### config.mk
export PLATFORM = sky130hd
export DESIGN_NAME = upd7800_bus_responder_flat
export DESIGN_NICKNAME = d
export VERILOG_FILES = /design/src/rtl/upd7800_bus_responder_if.sv /design/src/rtl/upd7800_bus_responder.sv /design/src/flat_wrapper.sv
export SDC_FILE = /design/constraint.sdc
export NUM_CORES = 1
export LEC_CHECK = 0
export CORE_ASPECT_RATIO = 1.75
export CORE_MARGIN = 2
export CORE_UTILIZATION = 56
export CTS_CLUSTER_SIZE = 24
export DETAILED_ROUTE_END_ITERATION = 7
export PLACE_DENSITY = 0.74
export SYNTH_ARGS = -nofsm -noshare
export SYNTH_HDL_FRONTEND = slang
export SYNTH_SLANG_ARGS = --single-unit
export TNS_END_PERCENT = 1
### constraint.sdc
create_clock -name CLK -period 2.2 [get_ports CLK]
set_input_delay 0.44 -clock CLK [delete_from_list [all_inputs] [get_ports CLK]]
set_output_delay 0.44 -clock CLK [all_outputs]
set_load 0.005 [all_outputs]
### src/rtl/upd7800_bus_responder_if.sv
// uPD7800 external-bus bundle between the CPU/system side (master) and the bus responder (slave).
// Carries the CPU bus, the ROM req/ack port, the I/O register port and status outputs.
interface upd7800_bus_responder_if #(
  parameter int unsigned ROM_AW = 15
);
  logic              CP1_POSEDGE;
  logic              CP2_NEGEDGE;
  logic [15:0]       A;
  logic [7:0]        DB_O;
  logic              DB_OE;
  logic              M1;
  logic [7:0]        DB_I;
  logic              WAIT;
  logic              ROM_REQ;
  logic [ROM_AW-1:0] ROM_ADDR;
  logic              ROM_ACK;
  logic [7:0]        ROM_DATA;
  logic              IO_WR;
  logic              IO_RD;
  logic [7:0]        IO_ADDR;
  logic [7:0]        IO_WDATA;
  logic [7:0]        IO_RDATA;
  logic [15:0]       M1_COUNT;
  logic              BUS_ERR;

  modport master (
    output CP1_POSEDGE, CP2_NEGEDGE, A, DB_O, DB_OE, M1, ROM_ACK, ROM_DATA, IO_RDATA,
    input  DB_I, WAIT, ROM_REQ, ROM_ADDR, IO_WR, IO_RD, IO_ADDR, IO_WDATA, M1_COUNT, BUS_ERR
  );

  modport slave (
    input  CP1_POSEDGE, CP2_NEGEDGE, A, DB_O, DB_OE, M1, ROM_ACK, ROM_DATA, IO_RDATA,
    output DB_I, WAIT, ROM_REQ, ROM_ADDR, IO_WR, IO_RD, IO_ADDR, IO_WDATA, M1_COUNT, BUS_ERR
  );
endinterface

### src/rtl/upd7800_bus_responder.sv
// Target end of the uPD7800 external bus: on-chip RAM, req/ack-backed ROM and an I/O page,
// with WAIT held while read data is outstanding.
module upd7800_bus_responder #(
  parameter logic [15:0] RAM_BASE = 16'hFF80,
  parameter int unsigned RAM_AW   = 7,
  parameter int unsigned ROM_AW   = 15,
  parameter logic [7:0]  IO_PAGE  = 8'hE0,
  parameter logic [7:0]  TIMEOUT  = 8'd200
) (
  input logic                    CLK,
  input logic                    RESETB,
  upd7800_bus_responder_if.slave bus
);

  localparam int unsigned RamDepth = 2 ** RAM_AW;
  localparam logic [16:0] RomLimit = 17'd1 << ROM_AW;

  typedef enum logic [2:0] {
    StIdle, StDecode, StRam, StRomWait, StIo, StDone
  } state_e;

  state_e            state_q, state_d;
  logic [7:0]        db_i_q, db_i_d;
  logic              rom_req_q, rom_req_d;
  logic [ROM_AW-1:0] rom_addr_q, rom_addr_d;
  logic              io_wr_q, io_wr_d;
  logic              io_rd_q, io_rd_d;
  logic [7:0]        io_addr_q, io_addr_d;
  logic [7:0]        io_wdata_q, io_wdata_d;
  logic              io_cap_q, io_cap_d;
  logic [15:0]       m1_count_q, m1_count_d;
  logic              bus_err_q, bus_err_d;
  logic [7:0]        timer_q, timer_d;

  logic [7:0]        ram_q [RamDepth];
  logic [RAM_AW-1:0] ram_idx;
  logic              ram_we;

  logic ram_hit, io_hit, rom_hit, rom_rd_dec;
  logic hold_cpu, start, strobe_err;

  // Decode uses the live bus: the CPU address register is stable during DECODE.
  assign ram_hit    = bus.A >= RAM_BASE;
  assign io_hit     = bus.A[15:8] == IO_PAGE;
  assign rom_hit    = {1'b0, bus.A} < RomLimit;
  assign ram_idx    = RAM_AW'(bus.A - RAM_BASE);
  assign rom_rd_dec = (state_q == StDecode) && !ram_hit && !io_hit && rom_hit && !bus.DB_OE;

  assign hold_cpu   = rom_rd_dec || (state_q == StRomWait) || ((state_q == StIo) && io_rd_q);
  // Any strobe while low WAIT starts a new cycle, so back-to-back one-CLK cycles are allowed.
  assign start      = bus.CP1_POSEDGE && !hold_cpu;
  assign strobe_err = (bus.CP1_POSEDGE || bus.CP2_NEGEDGE) && hold_cpu;

  always_comb begin
    state_d    = state_q;
    db_i_d     = db_i_q;
    rom_req_d  = rom_req_q;
    rom_addr_d = rom_addr_q;
    io_wr_d    = 1'b0;
    io_rd_d    = 1'b0;
    io_addr_d  = io_addr_q;
    io_wdata_d = io_wdata_q;
    io_cap_d   = 1'b0;
    m1_count_d = m1_count_q;
    bus_err_d  = bus_err_q;
    timer_d    = timer_q;
    ram_we     = 1'b0;

    if (io_cap_q) db_i_d = bus.IO_RDATA;

    unique case (state_q)
      StIdle, StDone: begin
      end
      StDecode: begin
        if (bus.M1) m1_count_d = m1_count_q + 16'd1;
        if (ram_hit) begin
          if (bus.DB_OE) ram_we = 1'b1;
          else           db_i_d = ram_q[ram_idx];
          state_d = StRam;
        end else if (io_hit) begin
          io_addr_d = bus.A[7:0];
          if (bus.DB_OE) begin
            io_wr_d    = 1'b1;
            io_wdata_d = bus.DB_O;
          end else begin
            io_rd_d = 1'b1;
          end
          state_d = StIo;
        end else if (rom_hit) begin
          if (!bus.DB_OE) begin
            rom_req_d  = 1'b1;
            rom_addr_d = bus.A[ROM_AW-1:0];
            timer_d    = 8'd1;
            state_d    = StRomWait;
          end else begin
            state_d = StDone;
          end
        end else begin
          if (!bus.DB_OE) db_i_d = 8'hFF;
          state_d = StDone;
        end
      end
      StRam: state_d = StDone;
      StRomWait: begin
        // timer_q counts WAIT CLKs including DECODE, so WAIT spans at most TIMEOUT CLKs.
        if (bus.ROM_ACK) begin
          db_i_d    = bus.ROM_DATA;
          rom_req_d = 1'b0;
          state_d   = StDone;
        end else if (timer_q >= TIMEOUT - 8'd1) begin
          db_i_d    = 8'hFF;
          rom_req_d = 1'b0;
          bus_err_d = 1'b1;
          state_d   = StDone;
        end else begin
          timer_d = timer_q + 8'd1;
        end
      end
      StIo: begin
        io_cap_d = io_rd_q;
        state_d  = StDone;
      end
      default: state_d = StIdle;
    endcase

    if (strobe_err) bus_err_d = 1'b1;
    if (start)      state_d   = StDecode;
  end

  always_ff @(posedge CLK or negedge RESETB) begin
    if (!RESETB) begin
      state_q    <= StIdle;
      db_i_q     <= 8'hFF;
      rom_req_q  <= 1'b0;
      rom_addr_q <= '0;
      io_wr_q    <= 1'b0;
      io_rd_q    <= 1'b0;
      io_addr_q  <= 8'h00;
      io_wdata_q <= 8'h00;
      io_cap_q   <= 1'b0;
      m1_count_q <= 16'h0000;
      bus_err_q  <= 1'b0;
      timer_q    <= 8'd0;
    end else begin
      state_q    <= state_d;
      db_i_q     <= db_i_d;
      rom_req_q  <= rom_req_d;
      rom_addr_q <= rom_addr_d;
      io_wr_q    <= io_wr_d;
      io_rd_q    <= io_rd_d;
      io_addr_q  <= io_addr_d;
      io_wdata_q <= io_wdata_d;
      io_cap_q   <= io_cap_d;
      m1_count_q <= m1_count_d;
      bus_err_q  <= bus_err_d;
      timer_q    <= timer_d;
    end
  end

  // RAM contents survive reset.
  always_ff @(posedge CLK) begin
    if (ram_we) ram_q[ram_idx] <= bus.DB_O;
  end

  assign bus.DB_I     = db_i_q;
  assign bus.WAIT     = hold_cpu;
  assign bus.ROM_REQ  = rom_req_q;
  assign bus.ROM_ADDR = rom_addr_q;
  assign bus.IO_WR    = io_wr_q;
  assign bus.IO_RD    = io_rd_q;
  assign bus.IO_ADDR  = io_addr_q;
  assign bus.IO_WDATA = io_wdata_q;
  assign bus.M1_COUNT = m1_count_q;
  assign bus.BUS_ERR  = bus_err_q;

endmodule

### src/flat_wrapper.sv
// flat-port wrapper written by rule: the top's interface ports become plain ports
module upd7800_bus_responder_flat 
#(
  parameter logic [15:0] RAM_BASE = 16'hFF80,
  parameter int unsigned RAM_AW   = 7,
  parameter int unsigned ROM_AW   = 15,
  parameter logic [7:0]  IO_PAGE  = 8'hE0,
  parameter logic [7:0]  TIMEOUT  = 8'd200
)
  (CLK, RESETB, bus_CP1_POSEDGE, bus_CP2_NEGEDGE, bus_A, bus_DB_O, bus_DB_OE, bus_M1, bus_ROM_ACK, bus_ROM_DATA, bus_IO_RDATA, bus_DB_I, bus_WAIT, bus_ROM_REQ, bus_ROM_ADDR, bus_IO_WR, bus_IO_RD, bus_IO_ADDR, bus_IO_WDATA, bus_M1_COUNT, bus_BUS_ERR);
  upd7800_bus_responder_if #(.ROM_AW(ROM_AW)) bus_i ();
  input logic CLK;
  input logic RESETB;
  input wire logic [$bits(bus_i.CP1_POSEDGE)-1:0] bus_CP1_POSEDGE;
  input wire logic [$bits(bus_i.CP2_NEGEDGE)-1:0] bus_CP2_NEGEDGE;
  input wire logic [$bits(bus_i.A)-1:0] bus_A;
  input wire logic [$bits(bus_i.DB_O)-1:0] bus_DB_O;
  input wire logic [$bits(bus_i.DB_OE)-1:0] bus_DB_OE;
  input wire logic [$bits(bus_i.M1)-1:0] bus_M1;
  input wire logic [$bits(bus_i.ROM_ACK)-1:0] bus_ROM_ACK;
  input wire logic [$bits(bus_i.ROM_DATA)-1:0] bus_ROM_DATA;
  input wire logic [$bits(bus_i.IO_RDATA)-1:0] bus_IO_RDATA;
  output wire logic [$bits(bus_i.DB_I)-1:0] bus_DB_I;
  output wire logic [$bits(bus_i.WAIT)-1:0] bus_WAIT;
  output wire logic [$bits(bus_i.ROM_REQ)-1:0] bus_ROM_REQ;
  output wire logic [$bits(bus_i.ROM_ADDR)-1:0] bus_ROM_ADDR;
  output wire logic [$bits(bus_i.IO_WR)-1:0] bus_IO_WR;
  output wire logic [$bits(bus_i.IO_RD)-1:0] bus_IO_RD;
  output wire logic [$bits(bus_i.IO_ADDR)-1:0] bus_IO_ADDR;
  output wire logic [$bits(bus_i.IO_WDATA)-1:0] bus_IO_WDATA;
  output wire logic [$bits(bus_i.M1_COUNT)-1:0] bus_M1_COUNT;
  output wire logic [$bits(bus_i.BUS_ERR)-1:0] bus_BUS_ERR;
  assign bus_i.CP1_POSEDGE = bus_CP1_POSEDGE;
  assign bus_i.CP2_NEGEDGE = bus_CP2_NEGEDGE;
  assign bus_i.A = bus_A;
  assign bus_i.DB_O = bus_DB_O;
  assign bus_i.DB_OE = bus_DB_OE;
  assign bus_i.M1 = bus_M1;
  assign bus_i.ROM_ACK = bus_ROM_ACK;
  assign bus_i.ROM_DATA = bus_ROM_DATA;
  assign bus_i.IO_RDATA = bus_IO_RDATA;
  assign bus_DB_I = bus_i.DB_I;
  assign bus_WAIT = bus_i.WAIT;
  assign bus_ROM_REQ = bus_i.ROM_REQ;
  assign bus_ROM_ADDR = bus_i.ROM_ADDR;
  assign bus_IO_WR = bus_i.IO_WR;
  assign bus_IO_RD = bus_i.IO_RD;
  assign bus_IO_ADDR = bus_i.IO_ADDR;
  assign bus_IO_WDATA = bus_i.IO_WDATA;
  assign bus_M1_COUNT = bus_i.M1_COUNT;
  assign bus_BUS_ERR = bus_i.BUS_ERR;
  upd7800_bus_responder #(.RAM_BASE(RAM_BASE), .RAM_AW(RAM_AW), .ROM_AW(ROM_AW), .IO_PAGE(IO_PAGE), .TIMEOUT(TIMEOUT)) u_core (.CLK(CLK), .RESETB(RESETB), .bus(bus_i));
endmodule
; ---- Word level (Yosys, flattened, before mapping)
; Memories as Yosys holds them, arrays and structs flattened.
; Index checks and enable logic that the tools add are counted.
; Widths: inputs -> output; s select.
[op_classes]
n_reduce_logical = 28
order_cmp = 3
n_bitwise = 3
eq_ne = 16
mux = 48
add_sub_neg = 3
[op_table]
columns = op, count
row1 = $mux 8, 14
row2 = $pmux 8 s2, 2
row3 = $mux 1, 23
row4 = $mux 3, 7
row5 = $add 16x1->16 const B, 1
row6 = $ge 16x16->1 const B, 1
row7 = $lt 16x16->1 const B, 1
row8 = $pmux 3 s4, 1
row9 = $ne 2x2->1 const B, 5
row10 = $add 8x1->8 const B, 1
row11 = $eq 8x8->1 const B, 1
row12 = $ge 8x8->1 const B, 1
row13 = $logic_and 1x1->1, 7
row14 = $reduce_and 7->1, 1
row15 = $sub 7x1->7 const B, 1
row16 = $eq 3x2->1 const B, 2
row17 = $eq 3x3->1 const B, 2
row18 = $ne 2x1->1 const B, 3
row19 = $reduce_and 3->1, 2
row20 = $reduce_and 6->1, 1
row21 = $reduce_bool 2->1, 3
row22 = $reduce_and 5->1, 1
row23 = $logic_not 1->1, 4
row24 = $ne 4x3->1 const B, 1
row25 = other kinds (9), 15
[word_totals]
ff_bits = 71
elab_cells = 114
out_inout_bits = 60
mem_count = 1
mem_bits_rw = 1024
inputBits = 47
[memory_table]
columns = name, depth, width, rd, rd_clocked_by_memory_dff, write_ports, line_no
row1 = u_core.ram_q, 128, 8, 1, 0, 1, upd7800_bus_responder.sv:35  ; logic [7:0] ram_q [RamDepth];

; ---- Longest topological paths before layout
[logic_depth]
depth_word = 12
ltp_mapped = 12
depth_no_buf = 8

; ---- Worst setup path after synthesis
; No wires, ideal clock.
[synth_path]
kind = input to register
from = input port bus_A[1]
to = memory u_core.ram_q[45][0] (enable)
n_path_buf = 5
t_required_ns = 1.830
setup_time_ns = 0.370
slack_ns = -0.298
t_arrival_ns = 2.128
stages = 8
cell_sequence = buf_6 and3b_1 clkbuf_1 buf_2 buf_2 nand2_1 clkbuf_1 nor2_1
[synth_via]
elab_chain_cells = 5
elab_cells_between_ends = 6
[synth_lines]
columns = item, line_no
row1 = start: declaration, flat_wrapper.sv:16  ; input wire logic [$bits(bus_i.A)-1:0] bus_A;
row2 = $ge 16x16->1, upd7800_bus_responder.sv:43  ; assign ram_hit = bus.A >= RAM_BASE;
row3 = $mux 1, upd7800_bus_responder.sv:76  ; if (ram_hit) begin
row4 = $mux 1, upd7800_bus_responder.sv:71  ; unique case (state_q)
row5 = $mux 1, upd7800_bus_responder.sv:162  ; if (ram_we) ram_q[ram_idx] <= bus.DB_O;
row6 = $mux 1 (not written as such), upd7800_bus_responder.sv:162
row7 = end: declaration, upd7800_bus_responder.sv:35
; Parallel ways exist; a longest one is shown, timed or not.

; ---- Worst setup path in the final report
[layout_path]
from = input port bus_A[2]
to = register u_core.db_i_q[6] (netlist: u_core.bus.DB_I[6])
[layout_via]
elab_chain_cells = 5
elab_cells_between_ends = 9
[layout_lines]
columns = item, line_no
row1 = $sub 7x1->7 or $lt 16x16->1 (tied branches), "upd7800_bus_responder.sv:46, upd7800_bus_responder.sv:45"
row2 = $mem_v2 128x8 or $mux 8 (tied branches), --
row3 = $mux 8 (on tied branches), "upd7800_bus_responder.sv:77, upd7800_bus_responder.sv:80"
row4 = $mux 8 *, upd7800_bus_responder.sv:76
row5 = $pmux 8 s2 *, upd7800_bus_responder.sv:71
row6 = net u_core.db_i_d[6], upd7800_bus_responder.sv:23  ; logic [7:0] db_i_q, db_i_d;
row7 = end signal: assignment, upd7800_bus_responder.sv:146  ; db_i_q <= db_i_d;
row8 = end: declaration, upd7800_bus_responder.sv:23
; Mark *: on every way through the listed nets, which the timed path passes. The rest lies on a longest branch.
; A chain may end at the register's enable or synchronous reset.

==> results <==
- The flow ran to the end, but the final reports show violations.
- The checks that failed: negative setup slack.
- The type of the worst setup path is input port to flop.
- The Yosys step of the flow raised 0 warnings.
- Max-cap violations in this run came to 0.
- After detailed routing, the average wire length per cell comes to around 31 microns.
- In this run the critical register-to-register path is launched from u_core.ram_q[116][6].
- Leaving out fill and tap cells, the most frequent cell in the layout is edfxtp_1.
- The final layout net count is 3206.
- The endpoint type of the worst setup path is a flop.
- The max-slew violation total from the final report is 0.
- The count of input and output buffers is 106.
- In this run, the number of DRC markers left after iteration 0 of detailed routing was 3827.
- The vias per cell is 6.585.
- The number of nets handed over by synthesis was 2600.
- The synthesized flop and latch total is between 1000 and 1500.
- The clock tree skew after final layout is approximately 0.029 ns.
- Clock-pin slew was measured on the worst setup and hold paths at roughly 0.07 ns.
- Averaged over all synthesized cells, the footprint is 17.09 sq um.
- The number of buffers created by CTS is slightly below 90.
- The overall global routing resource usage is 33.26%.
- After detailed placement, the design holds a cell count of approximately 4100.
- For this design the top-level I/O count stands at 107.
- The final HPWL from detailed placement is 90750 microns.
- The number of distinct standard cells referenced by the synthesized netlist is 91.
- The total iterations of the first detailed-routing run is 7.
- The source of the critical timing path is bus_A[2].
- The post-synthesis cell area is roughly 44000 sq um.
- The gate count after technology mapping is 2551.
- The chip width is approximately 210 microns.
- The die is 373.1 microns tall.
- The reported leakage power is 18.90 nW.
- The initial utilization of the core area, before any placement, comes to 56.48%.
- The standard cell core area is 77190 sq um.
- For this run, design rule violations remaining after detail routing come to 0.
- The worst endpoint data arrival time is 3.13 ns.
- The delay of the slowest cell on the worst path is 0.63 ns.
- Sorting the synthesized cells by area gives the leading types as edfxtp_1 71%, dfrtp_1 3.6%, mux4_2 3.5%, mux2i_1 2.5%, mux2_2 2.3%.
- The count of flip-flops with a built-in enable after synthesis is 1024.
- The worst setup slack before clock tree synthesis is -1.185 ns.
- In the layout the commonest cells are 1024 x edfxtp_1, 429 x buf_4, 116 x buf_12.
- Measured against its own limit, the worst slew margin works out to a little under half.
- The sequential element share of the synthesized area is approximately three quarters.
- For met1 alone, demand over resource in global routing was 37.01%.
- The final setup violation count is 33.
- The maximum fanout count along the critical path is 24.
- The floorplan step defined a die boundary enclosing 80180 sq um.
- Derived from the worst setup path, the maximum achievable clock frequency is 0.3990 GHz.
- edfxtp_1 takes more of the synthesized area than any other cell.
- Entering global routing, the biggest net connects 82 pins.
- The final critical-path setup slack is -0.3062 ns.
- The dominant cell type by count on the critical path is buf_4.
- Routability-driven placement finished with a final weighted congestion of 0.9673.
- The wire length reported by the detailed router is 133500 microns.
- The number of fillers in the final layout is 4561.
- The number of placement rows is 135.
- Dividing the final minimum period by the clock period gives 113.9%.
- The detail route stage leaves a number of antenna-violating nets equal to 0.
- The startpoint identified for the worst hold timing path is bus_DB_O[2].
- The area share of the largest cell type after synthesis is 70.53%.
- The tree is rooted in a clkbuf_16.
- The number of H-tree levels is 3.
- Data on the critical path is required at its endpoint by about 2.8 ns.
- The first-pass GRT wire length is just under 200000 microns.
- The fraction of met3 tracks used by global routing is approximately 6.4%.
- The non-filler instance count after layout is about 4300.
- The most used flip-flop cell after synthesis is edfxtp_1.
- The highest-utilization routing layer at the global route stage is met2.
- In this run the power density over the cells is 820.6 nW/um^2.
- The number of hold violations in the final report is 0.
- The total number of clock tree sinks is approximately 1100.
- In the final layout, the share of cells above drive strength 1 is 33.86%.
- The maximum number of buffers from clock root to sink is 3.
- Setup repair after global routing could not meet its margin everywhere.
- The transition time at the pin with the least slew margin is between 0.7 and 0.8 ns.
- The final core utilization is around 70%.
- The latest clock arrival within the worst-skew pair is 0.70 ns.
- After synthesis, the share of flip-flops with an asynchronous set or reset is 6.484%.
- The tightest hold path in the finished design has a slack of 0.05181 ns.
- The initial antenna violation count is 1.
- The critical path startpoint category is an input port.
- The class of the most critical hold timing path is input port to flop.
- The clock tree from TritonCTS is built.
- The number of vias after detailed routing is 28040.
- Walking the worst path, the cells encountered are buf_8 > buf_12 > buf_4 > mux2i_1 > o21ai_1 > o21ai_0 > a2111oi_1 > nor4_4 > buf_4 > o21ai_2.
- The overall overflow remaining after global route is 0.
- The area growth from synthesis to layout is 26.28%.
- The highest-delay cell along the critical path is o21ai_0.
- The routed design could run at a clock period as short as 2.506 ns.
- For this run, global-route usage on met2 was measured as ~57%.
- The worst-case IR drop observed on VDD is 0.5969 mV.
- The via count of the first global-routing pass is 28900.
[final cells by class]
class,instances,area (sq um),share of cell area [%]
well taps,1027,1285,2.334
inverters,13,48.80,0.08863
flip-flops and latches,1095,32540,59.10
clock buffers,102,2392,4.345
multi-input cells,1279,11070,20.11
diodes,1,2.502,0.004545
clock inverters,63,804.5,1.461
repair buffers,679,6910,12.55
[cell families after synthesis]
family,count (synthesis),share of synthesized area [%]
flops,1095,74.63
compound gates,558,9.316
simple gates,422,4.472
mux,277,8.587
buf+inv,177,2.534
xor+xnor,20,0.4018
fa+ha+maj,2,0.05739
[synthesized netlist by cell type, drive strengths merged (19+ instances only)]
master	number
clkbuf	45
mux2i	107
edfxtp	1024
dfrtp	63
a21oi	103
nand2	122
a22o	35
a31oi	26
mux4	67
a221o	24
a221oi	78
nor2	181
nand3	19
o21ai	85
o221ai	31
mux2	103
buf	119
a22oi	75
[registers in the layout, summed over array words and instances (netlist names), 3 cells and up]
name                 count
u_core.bus.DB_I          8
u_core.timer_q           8
u_core.bus.M1_COUNT     16
u_core.ram_q          1024
u_core.bus.IO_WDATA      8
u_core.bus.ROM_ADDR     15
u_core.state_q           3
u_core.bus.IO_ADDR       8
[path summary, 6_finish.rpt]
kind,slack [ns],end,cells past startpoint
min in group asynchronous,0.33,u_core.bus.ROM_ADDR[13],2
hold / removal,0.05,u_core.ram_q[80][2],1
hold reg to reg,0.48,u_core.bus.ROM_ADDR[0],2
setup reg to reg,-0.25,u_core.bus.DB_I[6],7
setup / recovery,-0.31,u_core.bus.DB_I[6],10
max in group asynchronous,1.20,u_core.bus.ROM_ADDR[7],3
[per-stage QoR]
step	TNS (ns)	power, mW	area, sq um
floorplan	-54.28	25.33	44240
global placement	-497.18	27.83	51130
detailed placement	-514.17	27.94	51130
CTS	-2.543	45.02	54610
global route	-9.301	46.19	55050
finish	-1.812	45.18	55050
[where the power goes]
| group | internal (mW) | leakage (nW) | switching, mW | total, mW |
|---|---|---|---|---|
| registers | 23.0 | 10.1 | 0.209 | 23.2 |
| logic | 2.05 | 7.24 | 2.50 | 4.55 |
| clock network | 9.88 | 1.55 | 7.51 | 17.4 |
[worst max-delay path: cells and delay by family]
kind | cells | cell delay, ns
AOI/OAI and AO/OA | 4 | 1.01
buffers and inverters | 4 | 0.83
muxes | 1 | 0.30
and+or+nand+nor | 1 | 0.52
[metal layers]
| layer | part of all wire [%] | routed length, microns | up-vias |
|---|---|---|---|
| met3 | 8.8 | 11740 | 531 |
| met5 | 0 | 0 | - |
| li1 | - | - | 11520 |
| met1 | 32 | 42670 | 14140 |
| met2 | 51 | 67910 | 1858 |
| met4 | 8.4 | 11200 | 0 |
[what timing repair did]
item,CTS,global route
resized for setup,60,96
hold buffers,1,0
setup buffers,12,5
setup endpoints to repair,34,751
hold endpoints to repair,15,0
pin swaps,20,33
Power figures use the tool's default switching activity.
